### src/rtl/sync_fifo_thresh_pkg.sv
// Shared FIFO definitions: read-mode encodings and the ceil-log2 helper
// used to validate address widths at elaboration.
package sync_fifo_thresh_pkg;

    typedef enum logic {
        FIFO_STD  = 1'b0,
        FIFO_FWFT = 1'b1
    } fifo_mode_e;

    function automatic int clog2(input int n);
        int r;
        r = 0;
        while ((1 << r) < n) begin
            r = r + 1;
        end
        return r;
    endfunction

endpackage

### src/rtl/sync_fifo_mem.sv
// DEPTH x DW register array: synchronous write port, asynchronous read port.
// Contents are intentionally not reset.
module sync_fifo_mem #(
    parameter int DW     = 8,
    parameter int DEPTH  = 16,
    parameter int ADDR_W = 4
) (
    input  logic              clk,
    input  logic              we,
    input  logic [ADDR_W-1:0] waddr,
    input  logic [DW-1:0]     wdata,
    input  logic [ADDR_W-1:0] raddr,
    output logic [DW-1:0]     rdata
);

    logic [DW-1:0] mem [DEPTH];

    always_ff @(posedge clk) begin
        if (we) begin
            mem[waddr] <= wdata;
        end
    end

    assign rdata = mem[raddr];

endmodule

### src/rtl/sync_fifo_thresh.sv
// Single-clock FIFO with occupancy count, almost-full/empty thresholds,
// sticky overflow/underflow flags and standard or FWFT read mode.
module sync_fifo_thresh
    import sync_fifo_thresh_pkg::*;
#(
    parameter int DW       = 8,
    parameter int DEPTH    = 16,
    parameter int ADDR_W   = 4,
    parameter int AF_LEVEL = 14,
    parameter int AE_LEVEL = 2,
    parameter int FWFT     = 0
) (
    input  logic            clk,
    input  logic            rst,
    input  logic            wr_en,
    input  logic [DW-1:0]   wr_data,
    input  logic            rd_en,
    input  logic            clr_err,
    output logic [DW-1:0]   rd_data,
    output logic            full,
    output logic            empty,
    output logic            almost_full,
    output logic            almost_empty,
    output logic [ADDR_W:0] count,
    output logic            overflow,
    output logic            underflow
);

    localparam logic [ADDR_W:0] DEPTH_C = (ADDR_W+1)'(DEPTH);
    localparam logic [ADDR_W:0] AF_C    = (ADDR_W+1)'(AF_LEVEL);
    localparam logic [ADDR_W:0] AE_C    = (ADDR_W+1)'(AE_LEVEL);
    localparam logic [ADDR_W:0] ONE_C   = (ADDR_W+1)'(1);
    localparam fifo_mode_e      MODE    = (FWFT != 0) ? FIFO_FWFT : FIFO_STD;

    if (DEPTH != (1 << ADDR_W)) begin : g_bad_depth
        $error("sync_fifo_thresh: DEPTH must equal 2**ADDR_W");
    end
    if (ADDR_W != clog2(DEPTH) || DEPTH < 4) begin : g_bad_addr_w
        $error("sync_fifo_thresh: ADDR_W inconsistent with DEPTH or DEPTH < 4");
    end
    if (AE_LEVEL >= AF_LEVEL || AF_LEVEL < 1 || AF_LEVEL > DEPTH || AE_LEVEL < 0) begin : g_bad_levels
        $error("sync_fifo_thresh: threshold levels out of range");
    end

    logic [ADDR_W:0] wr_ptr;
    logic [ADDR_W:0] rd_ptr;
    logic [ADDR_W:0] count_q;
    logic [ADDR_W:0] count_next;
    logic            full_q;
    logic            empty_q;
    logic            af_q;
    logic            ae_q;
    logic            ovf_q;
    logic            unf_q;
    logic            wr_acc;
    logic            rd_acc;
    logic [DW-1:0]   mem_rdata;

    // Accept decisions use the registered flags, so a full FIFO refuses a write
    // even when a read frees a slot in the same cycle (and vice versa for empty).
    always_comb begin
        wr_acc     = wr_en && !full_q;
        rd_acc     = rd_en && !empty_q;
        count_next = count_q;
        unique case ({wr_acc, rd_acc})
            2'b10:   count_next = count_q + ONE_C;
            2'b01:   count_next = count_q - ONE_C;
            default: count_next = count_q;
        endcase
    end

    always_ff @(posedge clk or posedge rst) begin
        if (rst) begin
            wr_ptr  <= '0;
            rd_ptr  <= '0;
            count_q <= '0;
            full_q  <= 1'b0;
            empty_q <= 1'b1;
            af_q    <= 1'b0;
            ae_q    <= 1'b1;
        end else begin
            if (wr_acc) begin
                wr_ptr <= wr_ptr + ONE_C;
            end
            if (rd_acc) begin
                rd_ptr <= rd_ptr + ONE_C;
            end
            count_q <= count_next;
            full_q  <= (count_next == DEPTH_C);
            empty_q <= (count_next == '0);
            af_q    <= (count_next >= AF_C);
            ae_q    <= (count_next <= AE_C);
        end
    end

    // An error set in the same cycle as clr_err takes priority over the clear.
    always_ff @(posedge clk or posedge rst) begin
        if (rst) begin
            ovf_q <= 1'b0;
            unf_q <= 1'b0;
        end else begin
            if (wr_en && full_q) begin
                ovf_q <= 1'b1;
            end else if (clr_err) begin
                ovf_q <= 1'b0;
            end
            if (rd_en && empty_q) begin
                unf_q <= 1'b1;
            end else if (clr_err) begin
                unf_q <= 1'b0;
            end
        end
    end

    sync_fifo_mem #(
        .DW    (DW),
        .DEPTH (DEPTH),
        .ADDR_W(ADDR_W)
    ) u_mem (
        .clk  (clk),
        .we   (wr_acc),
        .waddr(wr_ptr[ADDR_W-1:0]),
        .wdata(wr_data),
        .raddr(rd_ptr[ADDR_W-1:0]),
        .rdata(mem_rdata)
    );

    if (MODE == FIFO_FWFT) begin : g_fwft
        // Head word presented combinationally; zero while empty keeps the
        // reset value clean even though it is don't-care there.
        assign rd_data = empty_q ? '0 : mem_rdata;
    end else begin : g_std
        logic [DW-1:0] rd_data_q;

        always_ff @(posedge clk or posedge rst) begin
            if (rst) begin
                rd_data_q <= '0;
            end else if (rd_acc) begin
                rd_data_q <= mem_rdata;
            end
        end

        assign rd_data = rd_data_q;
    end

    assign full         = full_q;
    assign empty        = empty_q;
    assign almost_full  = af_q;
    assign almost_empty = ae_q;
    assign count        = count_q;
    assign overflow     = ovf_q;
    assign underflow    = unf_q;

    // Pointer distance must always track the registered occupancy.
    a_ptr_count : assert property (@(posedge clk) disable iff (rst)
        (ADDR_W+1)'(wr_ptr - rd_ptr) == count_q);

endmodule

### config.mk
export PLATFORM = sky130hd
export DESIGN_NAME = sync_fifo_thresh
export DESIGN_NICKNAME = d
export VERILOG_FILES = /design/src/rtl/sync_fifo_thresh_pkg.sv /design/src/rtl/sync_fifo_mem.sv /design/src/rtl/sync_fifo_thresh.sv
export SDC_FILE = /design/constraint.sdc
export NUM_CORES = 1
export LEC_CHECK = 0
export ABC_AREA = 1
export BUFFER_PORTS_ARGS = -buffer_cell sky130_fd_sc_hd__buf_2
export CAP_MARGIN = 20
export CORE_MARGIN = 2
export CORE_UTILIZATION = 55
export CTS_CLUSTER_DIAMETER = 100
export DETAILED_ROUTE_END_ITERATION = 10
export HOLD_SLACK_MARGIN = 0.05
export PLACE_DENSITY = 0.76
export SYNTH_ARGS = -nofsm -noshare
export SYNTH_HDL_FRONTEND = slang
export SYNTH_SLANG_ARGS = --single-unit
export TNS_END_PERCENT = 1
### constraint.sdc
create_clock -name clk -period 2.1 [get_ports clk]
set_input_delay 0.315 -clock clk [delete_from_list [all_inputs] [get_ports clk]]
set_output_delay 0.315 -clock clk [all_outputs]
set_load 0.01 [all_outputs]
Word-level counts from Yosys, hierarchy flattened
Memories as Yosys holds them, arrays and structs flattened. A register that Yosys moved wholly into a read port is not among the register bits.
Cells that the tools add are included.
{"block": "word_totals", "ff_bits": 21, "ramBits": 128, "output_inout_bits": 19, "word_cells": 34, "mem_count": 1}
{"memory": "u_mem.mem", "words": 16, "word_bits": 8, "rd": 1, "rd_clocked_by_memory_dff": 1, "write_ports": 1, "line": "sync_fifo_mem.sv:16", "text": "logic [DW-1:0] mem [DEPTH];"}
{"block": "op_classes", "n_addsub": 4, "n_lt_le_gt_ge": 2, "eq_ne": 3, "mux": 6, "n_reduce_logical": 9}
{"operator": "$add A5 B1 Y5 const B", "count": 3}
{"operator": "$pmux W5 S2", "count": 1}
{"operator": "$eq A5 B5 Y1 const B", "count": 1}
{"operator": "$ge A5 B4 Y1 const B", "count": 1}
{"operator": "$le A5 B2 Y1 const B", "count": 1}
{"operator": "$logic_not A5 Y1", "count": 1}
{"operator": "$mux W1", "count": 5}
{"operator": "$sub A5 B1 Y5 const B", "count": 1}
{"operator": "$logic_and A1 B1 Y1", "count": 4}
{"operator": "$reduce_bool A2 Y1", "count": 2}
{"operator": "$eq A2 B1 Y1 const B", "count": 1}
{"operator": "$eq A2 B2 Y1 const B", "count": 1}
{"operator": "$logic_not A1 Y1", "count": 2}

Depth between registers and ports, before layout
Gate-level depths: netlist of the first run.
{"block": "depth", "depth_word": 5, "mapped_depth": 18, "depth_no_buf": 17}

Hierarchy
From an unflattened synthesis of the first run, not the netlist that was laid out.
{"block": "hier_totals", "hier_cells": 696, "area_unflattened_um2": 6954.2}
{"module": "sync_fifo_mem", "n_inst": 1, "cells_each": 543, "area_each_um2": 5606.6, "seq_area_each_um2": 3843.7}
{"module": "sync_fifo_thresh", "n_inst": 1, "cells_each": 153, "area_each_um2": 1347.5, "seq_area_each_um2": 678.2}

Worst setup path after synthesis of the first run
No wires, ideal clock.
{"block": "synth_timing", "path_kind": "reg-to-reg", "startpoint": "register empty_q (netlist: empty)", "endpoint": "register full_q (netlist: full)", "setup_time_ns": 0.071, "arrival_ns": 2.103, "required_time_ns": 2.029, "setup_slack_ns": -0.075, "stages_incl_launch_ff": 15, "n_path_buf": 2, "path_cell_list": "dfstp_2 > nor2_1 > buf_2 > ha_1 > buf_6 > nand2_1 > inv_2 > nor2_2 > ha_1 > inv_1 > o21a_1 > nand2_1 > nor2_1 > nand3_1 > nor2_1"}
{"block": "synth_via", "elab_chain_len": 5, "word_cells_on_any_way": 6, "cone_classes": "3 x eq/ne; 1 x mux; 2 x reduce/logical"}
{"item": "start, declared", "line": "sync_fifo_thresh.sv:50", "text": "logic empty_q;"}
{"item": "start signal, assigned", "line": "sync_fifo_thresh.sv:90", "text": "empty_q <= (count_next == '0);"}
{"item": "$logic_not A1 Y1 (*)", "line": "sync_fifo_thresh.sv:63", "text": "rd_acc = rd_en && !empty_q;"}
{"item": "$logic_and A1 B1 Y1 (*)", "line": "sync_fifo_thresh.sv:63"}
{"item": "$eq A2 B1 Y1 or $eq A2 B2 Y1 (tied branches)", "line": "sync_fifo_thresh.sv:65", "text": "unique case ({wr_acc, rd_acc})"}
{"item": "$pmux W5 S2 (*)", "line": "sync_fifo_thresh.sv:65"}
{"item": "$eq A5 B5 Y1 (*)", "line": "sync_fifo_thresh.sv:89", "text": "full_q <= (count_next == DEPTH_C);"}
{"item": "end signal, assigned", "line": "sync_fifo_thresh.sv:89"}
{"item": "end, declared", "line": "sync_fifo_thresh.sv:49", "text": "logic full_q;"}
Mark *: on every way between the ends. The rest lies on a longest branch, timed or not.
A chain may end at the register's enable or synchronous reset.

Worst setup path in the final report of the first run
{"block": "layout_timing", "startpoint": "register full_q (netlist: full)", "endpoint": "register empty_q (netlist: empty)"}
{"block": "layout_via", "elab_chain_len": 5, "word_cells_on_any_way": 6, "cone_classes": "2 x eq/ne; 1 x mux; 3 x reduce/logical"}
{"item": "$logic_not A1 Y1 (*)", "line": "sync_fifo_thresh.sv:62", "text": "wr_acc = wr_en && !full_q;"}
{"item": "$logic_and A1 B1 Y1 (*)", "line": "sync_fifo_thresh.sv:62"}
{"item": "$eq A2 B1 Y1 or $eq A2 B2 Y1 (tied branches)", "line": "sync_fifo_thresh.sv:65"}
{"item": "$pmux W5 S2 (*)", "line": "sync_fifo_thresh.sv:65"}
{"item": "$logic_not A5 Y1 (*)", "line": "sync_fifo_thresh.sv:90"}
Marks and branches as above.

==> summary.txt, run 1 <==
Clock Path Buffers: 2
Clk_lat worst skew: 0.43 ns
CP Max Fanout: 4
Core region area: 11500 um2
Io pins: 32
HP Class: in -> reg
Min Tclk post-route: 2.00 ns
Layout cells sized above 1: 16.8%
DR vias/cell: 5.74
I/O Buffers: 31
Setup TNS: 0 ns
Clk Tree Root Cell: clkbuf_16
Synth Instances: 585
Pin count of the biggest net entering global routing: 66
Worst Tran Pin Value: 0.597 ns
Seq/Total Area, Yosys: 69.4%
Share of Yosys cell area claimed by the top area cell type: 59.0%
Period utilization: 95.3%
CTS buffer count: 17
Antenna-violating nets left: 0
YS warnings: 0
Max-Cap Viols: 0
Vias in the first global route: 4443
Initial DRC count: 412
First drt pass iteration count: 6
Slew Limit Fails: 0
Clk_skew: 0.00814 ns
Reg clk slew, reported paths: 0.06 ns
RSZ-0062 raised after global routing: true
# setup viols final: 0
Antenna violations before repair: 0
FP Rows: 39
Top post-synthesis cells by area: edfxtp_1 59%, nand2_1 11%, dfrtp_1 9.6%
Lkg Pwr: 3.04 nW
WP data arrival: 2.36 ns
Die area: 12700 um2
Post-Syn Area: 6520 um2
Metal3 WL: 1320 um
Final cell area excluding filler cells: 7550 um2
M1 WL: 5950 um
CTS tree: done
Worst vdd ir: 1.18 mV
CTS sink cnt: 155
Power after layout: 0.0111 W
Multi-input gate area: 1740 um2
Distinct cell type count after synthesis: 30
Die Ht: 113 um
Residual DRC count: 0
Worst hold margin: 0.0987 ns
Fmax: 500 MHz
Worst reg2reg setup slack: 0.1 ns
Hold Path Origin: clr_err
Mapped Nets: 606
Dpl hpwl: 9050 um
CP required: 2.46 ns
Crit end category: register
Cell taking the most area after synthesis: edfxtp_1
Filler Cell Count: 819
Wire length on met2: 7100 um
Width of the die: 113 um
Synthesis-to-finish area growth: 15.8%
N_diodes: 0
Crit path launch: full$_DFF_PP0_
All-Layer GR Usage: 24.6%
Via count: 4555
WL final: 14800 um
Flops & latches, synth: 155
Reg-to-reg startpoint: full$_DFF_PP0_
Hold path cells: 2
Initial Utilization: 56.8%
Area of placed instances: 6900 um2
Final Hold Vio Count: 0
WS Path Type: reg -> reg
First-pass GRT wire length: 23300 um
Status: finished, final reports clean
DR WL/cell: 18.6 um
Power Density: 1470 nW/um2
H-tree Lvls: 4
Average size of a mapped cell: 11.1 um2
R2R depth: 13
Register Area: 4520 um2
Highest routed layer: met4
NumNets Final: 658
Worst slew margin: 60.2%
Grt total ovfl: 0
Final GP Congestion: 0.876
Worst setup SP type: register
power breakdown:
group	leakage, nW	switching (W)	internal (W)	total [W]
clock network	0.284	0.00121	0.00190	0.00310
registers	1.48	0.000323	0.00386	0.00418
logic	1.28	0.00258	0.00122	0.00380
cells by family after synthesis:
logic type	Yosys count	share of synthesized area (%)
DFF	155	69.4
adders and majority gates	8	1.54
AOI/OAI and AO/OA	34	2.77
buffers and inverters	54	4.22
xor gates and xnor gates	8	1.08
and+or+nand+nor	326	21.0
critical path: stages, from the launching register on:
cell	delay (ns)
dfrtp_1	0.42
nor2_4	0.14
inv_1	0.07
ha_2	0.20
nand2_1	0.09
inv_2	0.06
nor2_4	0.10
ha_1	0.24
inv_1	0.07
o21a_1	0.17
nand2_1	0.06
nor2_1	0.10
nand3_1	0.10
nor2_1	0.12
cell usage after synthesis:
cell and n:
a21boi_0 1, a21boi_1 1, o21ai_0 8, nand3_2 2, clkbuf_1 2, clkinv_1 1
edfxtp_1 128, o22ai_1 2, xor2_1 7, buf_4 7, xnor2_1 1, buf_6 4
nand2_1 191, dfstp_2 2, nand3_1 90, a21oi_1 18, inv_2 4, inv_1 22
buf_1 1, nor2_1 37, ha_1 8, nand3b_1 1, nand4_1 1, nand2_2 1
o21ai_1 3, nor2_2 2, buf_2 13, dfrtp_1 25, o21a_1 1, nor3_2 1
registers in the layout, summed over array words and instances (netlist names):
name / flops
rd_ptr: 4
underflow: 1
count: 5
almost_empty: 1
rd_data: 8
u_mem.mem: 128
empty: 1
almost_full: 1
full: 1
wr_ptr: 4
overflow: 1
final timing paths:
| kind | endpoint |
|---|---|
| max | empty$_DFF_PP1_ |
| min | underflow$_DFFE_PP0P_ |
| max reg2reg | empty$_DFF_PP1_ |
| min reg2reg | rd_data[2]$_DFFE_PP0N_ |
| max in group asynchronous | rd_ptr[3]$_DFFE_PP0N_ |
| min in group asynchronous | rd_data[5]$_DFFE_PP0N_ |
stage by stage:
stage	cells	worst slack, ns	util [%]
after floorplan	585	0.0120	-
after global placement	759	0.170	60.2
after detailed placement	759	0.0270	60.2
after CTS	792	0.0379	65.6
after global routing	793	0.00343	65.8
final	793	0.0992	65.8
repair_timing:
| action | in CTS | in global routing |
|---|---|---|
| buffers inserted | 0 | 1 |
| setup endpoints to repair | 0 | 5 |
| resized for setup | 0 | 4 |
| endpoints found under the hold margin | 13 | 0 |
| hold buffers | 1 | 0 |
per-layer routing:
metal,up-vias,GRT usage [%]
met5,-,0
met1,2167,32.9
met3,38,6.96
li1,2097,-
met2,253,38.8
met4,0,9.11
placed cells by master, fill, tap and decap left out, drive strengths merged, types with 3 or more instances in the layout:
| cell | count |
|---|---|
| nand3 | 92 |
| clkinv | 7 |
| buf | 59 |
| bufinv | 3 |
| o21ai | 11 |
| clkinvlp | 5 |
| ha | 8 |
| dfrtp | 25 |
| inv | 26 |
| edfxtp | 128 |
| a21oi | 18 |
| xor2 | 7 |
| nand2 | 192 |
| nor2 | 39 |
| clkbuf | 18 |
cell type report:
cell class / count / area share (%)
Clock buffer: 18 / 5.82
Timing Repair Buffer: 60 / 5.14
Multi-Input combinational cell: 376 / 23.1
Clock inverter: 14 / 2.29
Inverter: 27 / 1.34
Tap cell: 143 / 2.37
Sequential cell: 155 / 59.9
Note: power is estimated with default switching activity, not from simulation.
==> run 2: changes to the inputs <==
- PLACE_DENSITY: 0.76 -> 0.72
==> summary.txt, run 2 (synthesized netlist as in run 1, its figures left out) <==
Status: finished, final reports clean
I/O Buffers: 31
Initial DRC count: 525
NumNets Final: 660
CTS sink cnt: 155
Combinational Power Share: 36.1%
N_diodes: 0
Residual DRC count: 0
Core region area: 11500 um2
Most common cell after layout, fill and taps aside: nand2_1
HP Class: in -> reg
Clock share of power: 25.0%
WP data arrival: 2.32 ns
End of the critical path: empty$_DFF_PP1_
Worst slew margin: 59.1%
Grt total ovfl: 0
Setup TNS: 0 ns
Power Density: 1420 nW/um2
Clk Tree Root Cell: clkbuf_16
First drt pass iteration count: 5
Reg-to-reg startpoint: empty$_DFF_PP1_
# setup viols final: 0
Worst Tran Pin Value: 0.609 ns
Psw: 0.00400 W
Antenna violations before repair: 0
Pin count of the biggest net entering global routing: 59
Clk_skew: 0.00652 ns
WL final: 13800 um
Initial Utilization: 56.8%
CP required: 2.45 ns
Area of placed instances: 6910 um2
Fmax: 509 MHz
Final Hold Vio Count: 0
Most frequent cells in the layout: 190 x nand2_1, 128 x edfxtp_1, 90 x nand3_1, 35 x nor2_1, 31 x buf_2
Antenna-violating nets left: 0
Largest register FFs: 128
Clk_lat worst skew: 0.42 ns
Synthesis-to-finish area growth: 14.6%
CP Max Fanout: 14
First-pass GRT wire length: 21900 um
RSZ-0062 raised after global routing: true
Sequential Power Share: 38.9%
CTS tree: done
Crit end category: register
Die area: 12700 um2
Crit path launch: empty$_DFF_PP1_
Worst setup SP type: register
CTS buffer count: 17
Clock Path Buffers: 2
Io pins: 32
DR vias/cell: 5.51
All-Layer GR Usage: 23.0%
Final cell area excluding filler cells: 7470 um2
R2r endpoint: empty$_DFF_PP1_
Placed cells: 760
Slew Limit Fails: 0
Die Ht: 113 um
Layout cells sized above 1: 16.6%
FP Rows: 39
Register name with the most flops: u_mem.mem
Max-Cap Viols: 0
Int Pwr: 0.00659 W
Hold path cells: 2
Worst vdd ir: 0.963 mV
H-tree Lvls: 4
DR WL/cell: 17.3 um
Dpl hpwl: 8650 um
Worst reg2reg setup slack: 0.13 ns
Via count: 4379
Period utilization: 93.6%
R2R depth: 9
Vias in the first global route: 4096
Width of the die: 113 um
Final GP Congestion: 0.824
Lkg Pwr: 3.01 nW
Reg clk slew, reported paths: 0.06 ns
Min Tclk post-route: 1.97 ns
Post-route insts no fill: 795
Core Util, Final: 65.1%
WS Path Type: reg -> reg
Sw Ratio: 37.8%
==> run 2: through the flow <==
step,hold WS [ns],setup WS [ns],total power [W]
finish,0.0995,0.134,0.0106
global route,0.110,-0.0145,0.0113
CTS,0.0965,0.0743,0.0105
detailed placement,0.311,0.0836,0.00791
global placement,0.300,0.152,0.00779
floorplan,0.366,0.0120,0.00680
==> run 2: final cells by class <==
cell class	count	area (um2)
multi-input cells	376	1750
flip-flops and latches	155	4520
inverters	27	101
well taps	143	179
fillers	873	4000
clock inverters	13	80.1
clock buffers	19	433
repair buffers	62	403
==> run 2: how the worst min path moves through the flow <==
| stage | to | slack [ns] | start |
|---|---|---|---|
| after detailed placement | rd_data[4]$_DFFE_PP0N_ | 0.31 | rst |
| final | overflow$_DFFE_PP0P_ | 0.1 | clr_err |
| after floorplan | almost_full$_DFF_PP0_ | 0.37 | rst |
| after global placement | rd_data[4]$_DFFE_PP0N_ | 0.30 | rst |
| after global routing | overflow$_DFFE_PP0P_ | 0.11 | clr_err |
| after CTS | overflow$_DFFE_PP0P_ | 0.1 | clr_err |
==> run 2: power by group through the flow <==
| stage | registers, W | logic (W) | clock network (W) |
|---|---|---|---|
| 2_1_floorplan | 0.00420 | 0.00261 | 0 |
| 3_3_place_gp | 0.00416 | 0.00363 | 0 |
| 3_5_place_dp | 0.00418 | 0.00373 | 0 |
| 4_1_cts | 0.00412 | 0.00376 | 0.00267 |
| 5_1_grt | 0.00418 | 0.00429 | 0.00281 |
| 6_report | 0.00412 | 0.00382 | 0.00264 |
==> run 2: what timing repair did <==
| item | 4_1_cts | 5_1_grt |
|---|---|---|
| hold buffers | 1 | 0 |
| resized for setup | 0 | 5 |
| endpoints found under the setup margin | 0 | 5 |
| endpoints found under the hold margin | 10 | 0 |
| buffers inserted | 0 | 2 |
==> run 2: per-layer routing <==
metal	wire length, um	vias to the layer above	track usage [%]
met4	167	0	7.40
met1	5990	2102	32.5
met5	0	-	0
met3	1090	14	6.00
li1	-	2101	-
met2	6530	162	35.5
==> run 2: critical path, cell delays in order, from the launching register on <==
cell	delay, ns
dfstp_2	0.54
nor2_2	0.05
buf_4	0.18
ha_1	0.45
inv_1	0.17
nand3_2	0.12
nand2_2	0.06
nor2_1	0.10
nand3_1	0.11
nor2_1	0.13
